`src/rtl/ram_n.sv`:
```
// ram_n: WIDTH x 2^ADDR_W word memory.
// Port A is write/read and port B is read-only. Both reads are registered.
// An optional clear sequencer zeroes every word after reset and then raises ready.
module ram_n #(
  parameter int WIDTH          = 16,
  parameter int ADDR_W         = 3,
  parameter int CLEAR_ON_RESET = 1
) (
  input  logic              clk,
  input  logic              reset,
  input  logic              load,
  input  logic [ADDR_W-1:0] address,
  input  logic [WIDTH-1:0]  in,
  output logic [WIDTH-1:0]  out,
  input  logic [ADDR_W-1:0] address_b,
  output logic [WIDTH-1:0]  out_b,
  output logic              ready
);

  localparam int DEPTH = 1 << ADDR_W;

  typedef enum logic {
    CLEAR = 1'b0,
    READY = 1'b1
  } state_t;

  // Without the clear sequencer, the memory is usable straight out of reset.
  localparam state_t RST_STATE = (CLEAR_ON_RESET != 0) ? CLEAR : READY;
  localparam logic   RST_READY = (CLEAR_ON_RESET == 0);

  state_t             state;
  logic [ADDR_W-1:0]  clr_cnt;
  logic [WIDTH-1:0]   mem [DEPTH];

  // The write port is shared: the sequencer owns it in CLEAR, and port A owns it in READY.
  logic               wr_en;
  logic [ADDR_W-1:0]  wr_addr;
  logic [WIDTH-1:0]   wr_data;
  logic               last_clr;

  assign last_clr = (clr_cnt == ADDR_W'(DEPTH - 1));

  // Select the write source. Port A traffic is ignored while clearing.
  always_comb begin
    wr_en   = 1'b0;
    wr_addr = address;
    wr_data = in;
    if (state == CLEAR) begin
      wr_en   = 1'b1;
      wr_addr = clr_cnt;
      wr_data = '0;
    end else if (load) begin
      wr_en   = 1'b1;
    end
  end

  // Clear sequencer. After the clear, the state never returns to CLEAR without a reset.
  always_ff @(posedge clk or posedge reset) begin
    if (reset) begin
      state   <= RST_STATE;
      clr_cnt <= '0;
      ready   <= RST_READY;
    end else begin
      case (state)
        CLEAR: begin
          clr_cnt <= clr_cnt + 1'b1;
          if (last_clr) begin
            state <= READY;
            ready <= 1'b1;
          end
        end
        READY: begin
          ready <= 1'b1;
        end
        default: begin
          state <= RST_STATE;
        end
      endcase
    end
  end

  // Memory array. It has no reset of its own, and no writes happen while reset is held.
  always_ff @(posedge clk) begin
    if (wr_en && !reset) begin
      mem[wr_addr] <= wr_data;
    end
  end

  // Port A read. On a write, the new data is returned in the same cycle.
  always_ff @(posedge clk or posedge reset) begin
    if (reset) begin
      out <= '0;
    end else if (state == CLEAR) begin
      out <= '0;
    end else begin
      out <= load ? in : mem[address];
    end
  end

  // Port B read. If port A writes the same word on this edge, port B returns the new data.
  always_ff @(posedge clk or posedge reset) begin
    if (reset) begin
      out_b <= '0;
    end else if (state == CLEAR) begin
      out_b <= '0;
    end else begin
      out_b <= (load && (address_b == address)) ? in : mem[address_b];
    end
  end

endmodule

```
`config.mk`:
```
export PLATFORM = sky130hd
export DESIGN_NAME = ram_n
export DESIGN_NICKNAME = d
export VERILOG_FILES = /design/src/rtl/ram_n.sv
export SDC_FILE = /design/constraint.sdc
export NUM_CORES = 1
export LEC_CHECK = 0
export BUFFER_PORTS_ARGS = -buffer_cell sky130_fd_sc_hd__buf_2
export CAP_MARGIN = 20
export CELL_PAD_IN_SITES_DETAIL_PLACEMENT = 1
export CELL_PAD_IN_SITES_GLOBAL_PLACEMENT = 2
export CORE_ASPECT_RATIO = 0.75
export CORE_MARGIN = 10
export CORE_UTILIZATION = 40
export DETAILED_ROUTE_END_ITERATION = 10
export PLACE_DENSITY = 0.77
export SYNTH_ARGS = -nofsm -noshare
export SYNTH_HDL_FRONTEND = slang
export SYNTH_SLANG_ARGS = --single-unit
```
`constraint.sdc`:
```
create_clock -name clk -period 2.1 [get_ports clk]
set_input_delay 0.21 -clock clk [delete_from_list [all_inputs] [get_ports clk]]
set_output_delay 0.21 -clock clk [all_outputs]
set_load 0.01 [all_outputs]
```
# Word-level counts from Yosys, hierarchy flattened
# Memories as Yosys holds them, arrays and structs flattened.
# Cells that the tools add are included.
# Widths: inputs -> output; s select.
# word_totals
in_bits	25
memories	1
out_inout_bits	33
mem_bits_rw	128
word_cells	28
register_bits	37
# mem_list
name	depth	word_bits	read_ports	rd_ports_with_merged_regs	write_ports	line_no	source
mem	8	16	2	0	1	33	logic [WIDTH-1:0] mem [DEPTH];
# classes
eq_ne	3
muxes	14
bitwise_logic	1
n_addsub	1
reduce_logical	3
# op_table
operator	count
$mux 16	5
$mux 1	7
$add 3x1->3 const B	1
$eq 3x3->1	1
$eq 3x3->1 const B	1
$mux 3	1
$logic_and 1x1->1	2
$ne 2x2->1 const B	1
$pmux 1 s2	1
$logic_not 1->1	1
$not 1->1	1

# Longest topological paths before layout
# Gate-level depths: netlist (run 1).
# depth
word_depth	5
ltp_mapped	7
ltp_nobuf	4

# Least setup slack after synthesis (run 1)
# No wires, ideal clock.
# synth_timing
path_type	input to register
start	in reset
end	mem mem[5][0], enable pin
path_buffers	0
setup_time_ps	388
path_slack_ps	-319
t_required_ps	1712
t_arrival_ps	2031
stages	3
cell_sequence	inv_1 nand2_1 nor2_1
# synth_via
elab_chain_cells	4
# synth_rtl
element	line_no	source
start, declared	10	input logic reset,
$logic_not 1->1 (no line)	n/a	
$logic_and 1x1->1	84	if (wr_en && !reset) begin
$mux 1	84	
$mux 1 (implied by the code)	85	mem[wr_addr] <= wr_data;
end, declared	33	
# No other way between the ends.

# Final worst setup path (run 1)
# layout_timing
start	reg state
end	mem mem[3][2], enable pin
# layout_via
elab_chain_cells	4
word_cells_on_any_way	5
cone_classes	mux: 4; reduce/logical: 1
# layout_rtl
element	line_no	source
start, declared	31	state_t state;
start signal, assigned	60	state <= RST_STATE;
start signal, assigned	68	state <= READY;
start signal, assigned	76	state <= RST_STATE;
$mux 1	48	if (state == CLEAR) begin
$logic_and 1x1->1	84	
$mux 1	84	
$mux 1 (implied by the code)	85	
# Parallel ways exist; a longest one is shown, timed or not.

==> results of run 1 <==
kinds of logic (layout without fill, tap and decap cells):
logic type,Yosys count,after routing,synth area share [%]
XOR/XNOR,4,4,0.4615
buffers and inverters,41,131,4.517
flip-flops,165,165,62.84
adder cells (fa/ha/maj),2,2,0.3297
multiplexers,98,98,21.27
AO/OA/AOI/OAI,86,86,7.039
AND/OR/NAND/NOR,55,55,3.545
worst max-delay path, delay by kind of cell, from the launching register on:
family | cells | cell delay [ns]
AO/OA/AOI/OAI | 1 | 0.11
AND/OR/NAND/NOR | 3 | 0.47
buffers and inverters | 1 | 0.30
flip-flops | 1 | 0.63
where the power goes:
group	internal (mW)	switching (mW)	total, mW
clock network	1.62	1.27	2.89
logic	0.271	0.371	0.642
registers	3.60	0.0198	3.62
total	5.49	1.66	7.15
registers in the layout (all words and copies together), names as in the netlist:
register and cells:
ready 1, state 1, clr_cnt 3, mem 128, out_b 16, out 16
metrics by stage:
step | hold WS, ns | total power, mW | worst slack [ns] | cells
6_report | -0.003098 | 7.152 | 0.2655 | 788
5_1_grt | 0.03765 | 7.435 | 0.1054 | 788
3_5_place_dp | 0.4535 | 4.342 | 0.2913 | 756
3_3_place_gp | 0.4468 | 4.324 | 0.3482 | 756
2_1_floorplan | 0.1781 | 4.101 | 0.02845 | 451
4_1_cts | 0.01013 | 7.232 | 0.2624 | 788
final cells by class:
cell class              instances  area share [%]
clock inverters                13           1.242
repair buffers                 96           7.451
inverters                       3          0.1713
clock buffers                  19           4.939
well taps                     247           3.526
flip-flops and latches        165           54.41
multi-input cells             245           28.26
worst min-delay path by stage:
| stage | startpoint | endpoint | slack, ns | cells after the start |
|---|---|---|---|---|
| 2_1_floorplan | reset | clr_cnt[0] | 0.18 | 1 |
| 3_3_place_gp | ready | ready | 0.45 | 1 |
| 3_5_place_dp | ready | ready | 0.45 | 1 |
| 4_1_cts | reset | out[13] | 0.01 | 3 |
| 5_1_grt | reset | out[13] | 0.04 | 3 |
| 6_report | reset | out[13] | -0.003 | 3 |
layer usage:
metal	vias up	global-route usage (%)	part of all wire [%]
li1	1949	-	-
met1	2284	22.14	43
met2	129	26.18	49
met3	18	4.163	7.1
met4	0	4.082	0.98
met5	-	0	0
cell usage in the layout, fill, tap and decap left out, drive strengths merged:
master,instances
edfxtp,128
buf,96
mux2i,48
mux4,48
dfrtp,37
o21ai,34
nand2,19
clkbuf,19
a21oi,18
and2,17
a221oi,16
a21boi,16
nor2,11
clkinv,10
xnor2,4
inv,3
clkinvlp,2
mux2,2
ha,2
nor2b,1
nand4,1
nand3,1
nor3b,1
a31oi,1
nand3b,1
nor3,1
a22oi,1
or2,1
or3,1
bufinv,1
==> impl_results.html, run 1 <==
<table>
<tr><th>Metric</th><th>Value</th></tr>
<tr><th colspan="2">Floorplan</th></tr>
<tr><td>Rows</td><td>43</td></tr>
<tr><td>Number of I/O pins</td><td>58</td></tr>
<tr><td>Initial cell density of the core</td><td>between 40% and 50%</td></tr>
<tr><td>Y dimension of the die</td><td>139.3 µm</td></tr>
<tr><td>Die outline width</td><td>179.1 µm</td></tr>
<tr><td>Total Die Area</td><td>about 0.025 mm²</td></tr>
<tr><td>Placeable core area</td><td>approximately 0.019 mm²</td></tr>
<tr><th colspan="2">Critical path</th></tr>
<tr><td>Worst-case reg-to-reg path depth</td><td>5</td></tr>
<tr><td>Critical path capture point</td><td>mem[3][2]</td></tr>
<tr><td>Classification of the worst setup path</td><td>reg -&gt; reg</td></tr>
<tr><td>Critical Path Slowest Stage Cell</td><td>sky130_fd_sc_hd__dfrtp_1</td></tr>
<tr><td>RR Endpoint</td><td>mem[3][2]</td></tr>
<tr><td>Required time worst endpoint</td><td>about 2.2 ns</td></tr>
<tr><td>Crit Path Max Fanout</td><td>16</td></tr>
<tr><td>CP startpoint kind</td><td>flip-flop</td></tr>
<tr><td>R2R Setup Slk</td><td>roughly 0.27 ns</td></tr>
<tr><td>Cell breakdown of the critical path</td><td>nand3_1, o21ai_0, nand2_1, nor2_1, buf_4</td></tr>
<tr><td>Launch instance of the worst register-to-register path</td><td>state</td></tr>
<tr><td>CP peak stage delay</td><td>0.63 ns</td></tr>
<tr><td>Worst setup path start</td><td>state</td></tr>
<tr><td>Endpoint arrival time on the critical path</td><td>a little under 2 ns</td></tr>
<tr><td>Endpoint type of the worst setup path</td><td>flip-flop</td></tr>
<tr><th colspan="2">Yosys</th></tr>
<tr><td>Register bit total from synthesis</td><td>165</td></tr>
<tr><td>Yosys synthesis warning count</td><td>0</td></tr>
<tr><td>Most common cell in the netlist</td><td>sky130_fd_sc_hd__edfxtp_1</td></tr>
<tr><td>Proportion of netlist area held by the largest area contributor</td><td>between 50 and 60%</td></tr>
<tr><td>Largest cells by area after synthesis</td><td>sky130_fd_sc_hd__edfxtp_1, sky130_fd_sc_hd__dfrtp_1, sky130_fd_sc_hd__mux4_2</td></tr>
<tr><td>Mapped Nets</td><td>between 400 and 500</td></tr>
<tr><td>Average cell area after synthesis</td><td>~17 µm²</td></tr>
<tr><td>Cell count after synthesis</td><td>451</td></tr>
<tr><td>Summed instance area of the synthesized netlist</td><td>between 0.007 and 0.008 mm²</td></tr>
<tr><td>Dominant register cell in the synthesized netlist</td><td>sky130_fd_sc_hd__edfxtp_1</td></tr>
<tr><td>Count of cell types in the netlist</td><td>34</td></tr>
<tr><td>Fraction of synthesis flops using an asynchronous set or reset pin</td><td>between 20% and 30%</td></tr>
<tr><td>Sequential element share of the synthesized area</td><td>a little over three fifths</td></tr>
<tr><td>Number of flops mapped to enable cells by yosys</td><td>128</td></tr>
<tr><td>Post-synthesis cell type with the largest combined area</td><td>sky130_fd_sc_hd__edfxtp_1</td></tr>
<tr><td>Synth cell count leaders</td><td>sky130_fd_sc_hd__edfxtp_1, sky130_fd_sc_hd__mux2i_1, sky130_fd_sc_hd__mux4_2</td></tr>
<tr><th colspan="2">Routing</th></tr>
<tr><td>Drt wl/cell</td><td>about 25 µm</td></tr>
<tr><td>Remaining routing DRC violations</td><td>0</td></tr>
<tr><td>Number of DRC markers after the initial detailed-route iteration</td><td>between 300 and 400</td></tr>
<tr><td>Detailed-route vias per instance</td><td>about 5.6</td></tr>
<tr><td>Count of antenna-violating nets left after detailed routing</td><td>0</td></tr>
<tr><td>Via count</td><td>roughly 4400</td></tr>
<tr><td>Total wire length after detailed routing</td><td>a little under 20000 µm</td></tr>
<tr><td>Total iterations of the first detailed-routing run</td><td>4</td></tr>
<tr><th colspan="2">GRT</th></tr>
<tr><td>Global-route total usage across every layer</td><td>between 15 and 20%</td></tr>
<tr><td>Wire length of the first global-routing pass</td><td>about 30000 µm</td></tr>
<tr><td>Via count of the first global-routing pass</td><td>slightly below 5000</td></tr>
<tr><td>Initial antenna violation count</td><td>0</td></tr>
<tr><td>Maximum number of pins on one net before global-route repair</td><td>51</td></tr>
<tr><td>Global route overflow</td><td>0</td></tr>
<tr><th colspan="2">STA</th></tr>
<tr><td>Final-report setup violation count</td><td>0</td></tr>
<tr><td>Count of final max-slew check failures</td><td>0</td></tr>
<tr><td>Fmax achieved</td><td>roughly 550 MHz</td></tr>
<tr><td>Worst hold margin</td><td>-0.003098 ns</td></tr>
<tr><td>Remaining max-slew budget at the tightest pin</td><td>62.96%</td></tr>
<tr><td>Worst setup skew after layout</td><td>around 0.0070 ns</td></tr>
<tr><td>Final hold vios</td><td>5</td></tr>
<tr><td>TNS Setup</td><td>0 ns</td></tr>
<tr><td>Worst-margin pin slew</td><td>0.5557 ns</td></tr>
<tr><td>Clock period minus final worst setup slack</td><td>1.835 ns</td></tr>
<tr><td>Final cycle utilization of the critical path</td><td>between 80% and 90%</td></tr>
<tr><td>Setup repair after global routing missed its margin</td><td>no</td></tr>
<tr><th colspan="2">Clock network</th></tr>
<tr><td>Setup repair bufs after CTS</td><td>0</td></tr>
<tr><td>Maximum root-to-sink buffer count</td><td>2</td></tr>
<tr><td>TritonCTS clock tree</td><td>done</td></tr>
<tr><td>Post-CTS Resized</td><td>0</td></tr>
<tr><td>Count of hold-fix buffers inserted at cts</td><td>0</td></tr>
<tr><td>Num CTS Buffers</td><td>17</td></tr>
<tr><td>CTS Root Cell</td><td>sky130_fd_sc_hd__clkbuf_16</td></tr>
<tr><td>CTS H-Tree Depth</td><td>4</td></tr>
<tr><td>Clock slew at the register clock pins of the worst setup and hold paths</td><td>0.06 ns</td></tr>
<tr><td>Clock Sink Count</td><td>165</td></tr>
<tr><td>Clock latency of the later-clocked register in the worst-skew pair</td><td>between 0.4 and 0.5 ns</td></tr>
<tr><th colspan="2">Finish</th></tr>
<tr><td>Footprint of the flip-flops and latches</td><td>between 0.004 and 0.005 mm²</td></tr>
<tr><td>Post-route cell area</td><td>between 0.008 and 0.009 mm²</td></tr>
<tr><td>Layout cell share with drive strength beyond 1</td><td>between 30% and 40%</td></tr>
<tr><td>Fill cell count</td><td>1838</td></tr>
<tr><td>Area of combinational cells with multiple inputs</td><td>0.002477 mm²</td></tr>
<tr><td>Final net count</td><td>555</td></tr>
<tr><td>Ant. Diodes</td><td>0</td></tr>
<tr><td>Area Growth Syn to Fin</td><td>15.50%</td></tr>
<tr><td>Final core occ</td><td>about 47%</td></tr>
<tr><th colspan="2">Pwr</th></tr>
<tr><td>Ratio of total power to cell area</td><td>815.9 mW/mm²</td></tr>
<tr><td>Leak</td><td>3.244 nW</td></tr>
<tr><td>Worst vdd rail ir drop</td><td>roughly 0.53 mV</td></tr>
<tr><th colspan="2">Run</th></tr>
<tr><td>Total of max-cap violations</td><td>0</td></tr>
<tr><th colspan="2">Place</th></tr>
<tr><td>Buffers on Ports</td><td>57</td></tr>
<tr><td>Placed wire-length estimate</td><td>~13000 µm</td></tr>
<tr><td>Global placer's final weighted congestion</td><td>between 0.7 and 0.8</td></tr>
<tr><td>Total placed instance area</td><td>0.008224 mm²</td></tr>
<tr><th colspan="2">Run status</th></tr>
<tr><td>Violated checks</td><td>negative hold slack</td></tr>
<tr><td>Status</td><td>complete, but fails checks</td></tr>
<tr><th colspan="2">Hold path</th></tr>
<tr><td>Hold Path Class</td><td>in -&gt; async</td></tr>
</table>
Power figures use the tool's default switching activity.
==> run 2: changes to the inputs <==
ABC_AREA = 1   (was unset)
CORE_UTILIZATION = 33   (was 40)
==> impl_results.html, run 2 <==
<table>
<tr><th>Metric</th><th>Value</th></tr>
<tr><th colspan="2">Critical path</th></tr>
<tr><td>CP startpoint kind</td><td>flip-flop (unchanged)</td></tr>
<tr><td>Endpoint arrival time on the critical path</td><td>1.90 ns (was 1.95 ns)</td></tr>
<tr><td>Required time worst endpoint</td><td>2.20 ns (was 2.21 ns)</td></tr>
<tr><td>Classification of the worst setup path</td><td>reg -&gt; reg (unchanged)</td></tr>
<tr><td>Cell breakdown of the critical path</td><td>buf_4, nand2_1, o21ai_0, nand2_1, nor2_2, buf_4 (was nand3_1, o21ai_0, nand2_1, nor2_1, buf_4)</td></tr>
<tr><td>Endpoint type of the worst setup path</td><td>flip-flop (unchanged)</td></tr>
<tr><td>Crit Path Max Fanout</td><td>16 (unchanged)</td></tr>
<tr><td>CP peak stage delay</td><td>0.45 ns (was 0.63 ns)</td></tr>
<tr><td>Critical Path Slowest Stage Cell</td><td>sky130_fd_sc_hd__dfrtp_1 (unchanged)</td></tr>
<tr><th colspan="2">STA</th></tr>
<tr><td>Final cycle utilization of the critical path</td><td>85.67% (was 87.36%)</td></tr>
<tr><td>Worst hold margin</td><td>0.1160 ns (was -0.003098 ns)</td></tr>
<tr><td>Fmax achieved</td><td>555.8 MHz (was 545.1 MHz)</td></tr>
<tr><td>Final-report setup violation count</td><td>0 (unchanged)</td></tr>
<tr><td>Remaining max-slew budget at the tightest pin</td><td>65.16% (was 62.96%)</td></tr>
<tr><td>TNS Setup</td><td>0 ns (unchanged)</td></tr>
<tr><td>Final hold vios</td><td>0 (was 5)</td></tr>
<tr><td>Setup repair after global routing missed its margin</td><td>no (unchanged)</td></tr>
<tr><td>Setup WS post-layout</td><td>0.3009 ns (was 0.2655 ns)</td></tr>
<tr><td>Clock period minus final worst setup slack</td><td>1.799 ns (was 1.835 ns)</td></tr>
<tr><td>Worst-margin pin slew</td><td>0.5218 ns (was 0.5557 ns)</td></tr>
<tr><td>Count of final max-slew check failures</td><td>0 (unchanged)</td></tr>
<tr><td>Worst setup skew after layout</td><td>0.01487 ns (was 0.007043 ns)</td></tr>
<tr><th colspan="2">Clock network</th></tr>
<tr><td>Num CTS Buffers</td><td>17 (unchanged)</td></tr>
<tr><td>CTS H-Tree Depth</td><td>4 (unchanged)</td></tr>
<tr><td>Clock slew at the register clock pins of the worst setup and hold paths</td><td>0.06 ns (about the same)</td></tr>
<tr><td>Post-CTS Resized</td><td>0 (unchanged)</td></tr>
<tr><td>Count of hold-fix buffers inserted at cts</td><td>1 (was 0)</td></tr>
<tr><td>Clock Sink Count</td><td>165 (unchanged)</td></tr>
<tr><td>Clock latency of the later-clocked register in the worst-skew pair</td><td>0.44 ns (was 0.43 ns)</td></tr>
<tr><td>Setup repair bufs after CTS</td><td>0 (unchanged)</td></tr>
<tr><td>CTS Root Cell</td><td>sky130_fd_sc_hd__clkbuf_16 (unchanged)</td></tr>
<tr><td>TritonCTS clock tree</td><td>done (unchanged)</td></tr>
<tr><td>Maximum root-to-sink buffer count</td><td>2 (unchanged)</td></tr>
<tr><th colspan="2">Finish</th></tr>
<tr><td>Most frequent standard cell in the layout excluding fill and tap cells</td><td>sky130_fd_sc_hd__nand2_1 (was sky130_fd_sc_hd__edfxtp_1)</td></tr>
<tr><td>Most frequent cells in the layout</td><td>sky130_fd_sc_hd__nand2_1, sky130_fd_sc_hd__nand3_1, sky130_fd_sc_hd__edfxtp_1 (was sky130_fd_sc_hd__edfxtp_1, sky130_fd_sc_hd__buf_2, sky130_fd_sc_hd__mux2i_1)</td></tr>
<tr><td>Final net count</td><td>1060 (was 555)</td></tr>
<tr><td>Register with the highest flop count</td><td>mem (unchanged)</td></tr>
<tr><td>Area Growth Syn to Fin</td><td>18.13% (was 15.50%)</td></tr>
<tr><td>Largest registers</td><td>mem (128), out (16), out_b (16) (unchanged)</td></tr>
<tr><td>Post-route cell area</td><td>0.009668 mm² (was 0.008766 mm²)</td></tr>
<tr><td>Largest register FFs</td><td>128 (unchanged)</td></tr>
<tr><td>Layout cell share with drive strength beyond 1</td><td>15.20% (was 31.05%)</td></tr>
<tr><td>Ant. Diodes</td><td>0 (unchanged)</td></tr>
<tr><th colspan="2">GRT</th></tr>
<tr><td>Global-route total usage across every layer</td><td>18.12% (was 16.51%)</td></tr>
<tr><td>Via count of the first global-routing pass</td><td>6981 (was 4865)</td></tr>
<tr><td>Maximum number of pins on one net before global-route repair</td><td>57 (was 51)</td></tr>
<tr><td>Wire length of the first global-routing pass</td><td>43340 µm (was 30690 µm)</td></tr>
<tr><td>Global route overflow</td><td>0 (unchanged)</td></tr>
<tr><td>Initial antenna violation count</td><td>0 (unchanged)</td></tr>
<tr><th colspan="2">Pwr</th></tr>
<tr><td>Net switching power of the design</td><td>2.003 mW (was 1.659 mW)</td></tr>
<tr><td>Clock power frac</td><td>41.9% (was 40.4%)</td></tr>
<tr><td>Leak</td><td>4.422 nW (was 3.244 nW)</td></tr>
<tr><td>Share of total power consumed by net switching</td><td>25.70% (was 23.19%)</td></tr>
<tr><td>Worst vdd rail ir drop</td><td>0.5765 mV (was 0.5305 mV)</td></tr>
<tr><td>Ratio of total power to cell area</td><td>805.9 mW/mm² (was 815.9 mW/mm²)</td></tr>
<tr><td>Fraction of power consumed by sequential logic</td><td>46.6% (was 50.6%)</td></tr>
<tr><td>Cell internal power dissipation</td><td>5.789 mW (was 5.494 mW)</td></tr>
<tr><td>Comb power frac</td><td>11.5% (was 9.0%)</td></tr>
<tr><th colspan="2">Floorplan</th></tr>
<tr><td>Initial cell density of the core</td><td>33.79% (was 40.89%)</td></tr>
<tr><td>Die outline width</td><td>201.8 µm (was 179.1 µm)</td></tr>
<tr><td>Y dimension of the die</td><td>156.4 µm (was 139.3 µm)</td></tr>
<tr><td>Number of I/O pins</td><td>58 (unchanged)</td></tr>
<tr><td>Total Die Area</td><td>0.03156 mm² (was 0.02494 mm²)</td></tr>
<tr><td>Placeable core area</td><td>0.02422 mm² (was 0.01856 mm²)</td></tr>
<tr><td>Rows</td><td>49 (was 43)</td></tr>
<tr><th colspan="2">Place</th></tr>
<tr><td>Pre-CTS setup slack</td><td>0.2987 ns (was 0.2913 ns)</td></tr>
<tr><td>Placed wire-length estimate</td><td>19070 µm (was 13100 µm)</td></tr>
<tr><td>Total placed instance area</td><td>0.009055 mm² (was 0.008224 mm²)</td></tr>
<tr><td>Global placer's final weighted congestion</td><td>0.7810 (was 0.7951)</td></tr>
<tr><td>Buffers on Ports</td><td>57 (unchanged)</td></tr>
<tr><th colspan="2">Hold path</th></tr>
<tr><td>Hold Path Class</td><td>in -&gt; reg (was in -&gt; async)</td></tr>
<tr><th colspan="2">Yosys</th></tr>
<tr><td>Post-synthesis cell type with the largest combined area</td><td>sky130_fd_sc_hd__edfxtp_1 (unchanged)</td></tr>
<tr><td>Most common cell in the netlist</td><td>sky130_fd_sc_hd__nand2_1 (was sky130_fd_sc_hd__edfxtp_1)</td></tr>
<tr><td>Cell count after synthesis</td><td>969 (was 451)</td></tr>
<tr><td>Yosys synthesis warning count</td><td>0 (unchanged)</td></tr>
<tr><td>Synth cell count leaders</td><td>sky130_fd_sc_hd__nand2_1, sky130_fd_sc_hd__nand3_1, sky130_fd_sc_hd__edfxtp_1 (was sky130_fd_sc_hd__edfxtp_1, sky130_fd_sc_hd__mux2i_1, sky130_fd_sc_hd__mux4_2)</td></tr>
<tr><td>Register bit total from synthesis</td><td>165 (unchanged)</td></tr>
<tr><td>Sequential element share of the synthesized area</td><td>58.28% (was 62.84%)</td></tr>
<tr><td>Largest cells by area after synthesis</td><td>sky130_fd_sc_hd__edfxtp_1, sky130_fd_sc_hd__nand2_1, sky130_fd_sc_hd__dfrtp_1 (was sky130_fd_sc_hd__edfxtp_1, sky130_fd_sc_hd__dfrtp_1, sky130_fd_sc_hd__mux4_2)</td></tr>
<tr><td>Summed instance area of the synthesized netlist</td><td>0.008184 mm² (was 0.007590 mm²)</td></tr>
<tr><td>Mapped Nets</td><td>996 (was 478)</td></tr>
<tr><td>Proportion of netlist area held by the largest area contributor</td><td>46.97% (was 50.64%)</td></tr>
<tr><td>Count of cell types in the netlist</td><td>22 (was 34)</td></tr>
<tr><td>Average cell area after synthesis</td><td>8.446 µm² (was 16.83 µm²)</td></tr>
<tr><td>Number of flops mapped to enable cells by yosys</td><td>128 (unchanged)</td></tr>
<tr><td>Dominant register cell in the synthesized netlist</td><td>sky130_fd_sc_hd__edfxtp_1 (unchanged)</td></tr>
<tr><td>Fraction of synthesis flops using an asynchronous set or reset pin</td><td>22.42% (unchanged)</td></tr>
<tr><th colspan="2">Routing</th></tr>
<tr><td>Via count</td><td>6846 (was 4380)</td></tr>
<tr><td>Total iterations of the first detailed-routing run</td><td>5 (was 4)</td></tr>
<tr><td>Drt wl/cell</td><td>20.63 µm (was 25.09 µm)</td></tr>
<tr><td>Remaining routing DRC violations</td><td>0 (unchanged)</td></tr>
<tr><td>Detailed-route vias per instance</td><td>4.972 (was 5.558)</td></tr>
<tr><td>Total wire length after detailed routing</td><td>28410 µm (was 19770 µm)</td></tr>
<tr><td>Number of DRC markers after the initial detailed-route iteration</td><td>450 (was 341)</td></tr>
<tr><td>Count of antenna-violating nets left after detailed routing</td><td>0 (unchanged)</td></tr>
<tr><th colspan="2">Run status</th></tr>
<tr><td>Status</td><td>complete, no violations (was complete, but fails checks)</td></tr>
<tr><th colspan="2">Run</th></tr>
<tr><td>Total of max-cap violations</td><td>0 (unchanged)</td></tr>
</table>
==> run 2: cell types whose count changed in the layout (fill, tap and decap cells not counted), moves of 18 or more <==
cell	change
sky130_fd_sc_hd__nor2_1	+64
sky130_fd_sc_hd__inv_1	+52
sky130_fd_sc_hd__nand3_1	+143
sky130_fd_sc_hd__nor2_2	+18
sky130_fd_sc_hd__mux4_2	-40
sky130_fd_sc_hd__mux2i_1	-48
sky130_fd_sc_hd__nand2_1	+387
==> run 2: final cells by class <==
class                      instances  area (µm²)
clock buffer                      21       450.4
clock inverter                    11       152.6
fill                            2875       14550
inverter                          60       225.2
multi-input combinational        685        2928
sequential                       165        4770
tap                              331       414.1
timing repair buffer             104       728.2
==> run 2: per-layer routing <==
| metal | vias to the layer above | share of wire, % | GRT usage, % |
|---|---|---|---|
| li1 | 3247 | - | - |
| met1 | 3422 | 50 | 25.59 |
| met2 | 150 | 44 | 28.50 |
| met3 | 27 | 4.5 | 3.260 |
| met4 | 0 | 1.3 | 3.677 |
| met5 | - | 0 | 0 |
==> run 2: worst paths after layout <==
| check | startpoint | end | slack [ns] | depth (start not counted) |
|---|---|---|---|---|
| worst max register to register | state | mem[2][14] | 0.30 | 6 |
| max in group asynchronous | reset | out_b[6] | 1.12 | 4 |
| min in group asynchronous | reset | clr_cnt[2] | 0.38 | 3 |
| worst min register to register | ready | ready | 0.47 | 1 |
| worst min-delay path | load | out[2] | 0.12 | 3 |
| worst max-delay path | state | mem[2][14] | 0.30 | 6 |
==> run 2: kinds of logic (layout without fill, tap and decap cells) <==
family / after synthesis / in the layout / share of synthesized area [%]
buf+inv: 119 / 196 / 6.192
compound gates: 19 / 19 / 1.162
xor+xnor: 1 / 1 / 0.1070
fa+ha+maj: 2 / 2 / 0.3057
simple gates: 663 / 663 / 33.96
flops: 165 / 165 / 58.28
==> run 2: through the flow <==
| step | std cells | utilization (%) | total power, mW |
|---|---|---|---|
| after floorplan | 969 | - | 4.196 |
| after global placement | 1344 | 37.39 | 4.591 |
| after detailed placement | 1344 | 37.39 | 4.601 |
| after CTS | 1377 | 39.92 | 7.871 |
| after global routing | 1377 | 39.92 | 8.083 |
| final | 1377 | 39.92 | 7.791 |
==> run 2: power groups by stage <==
stage	combinational, mW	sequential [mW]	clock [mW]
floorplan	0.465	3.73	0
global placement	0.895	3.70	0
detailed placement	0.903	3.70	0
CTS	0.910	3.63	3.33
global route	0.994	3.63	3.45
finish	0.898	3.63	3.26
==> run 2: worst max-delay path: cells and delay by family, from the launching register on <==
kind                   cells  cell delay [ns]
flip-flops                 1             0.45
AO/OA/AOI/OAI              1             0.13
buffers and inverters      2             0.55
AND/OR/NAND/NOR            3             0.34
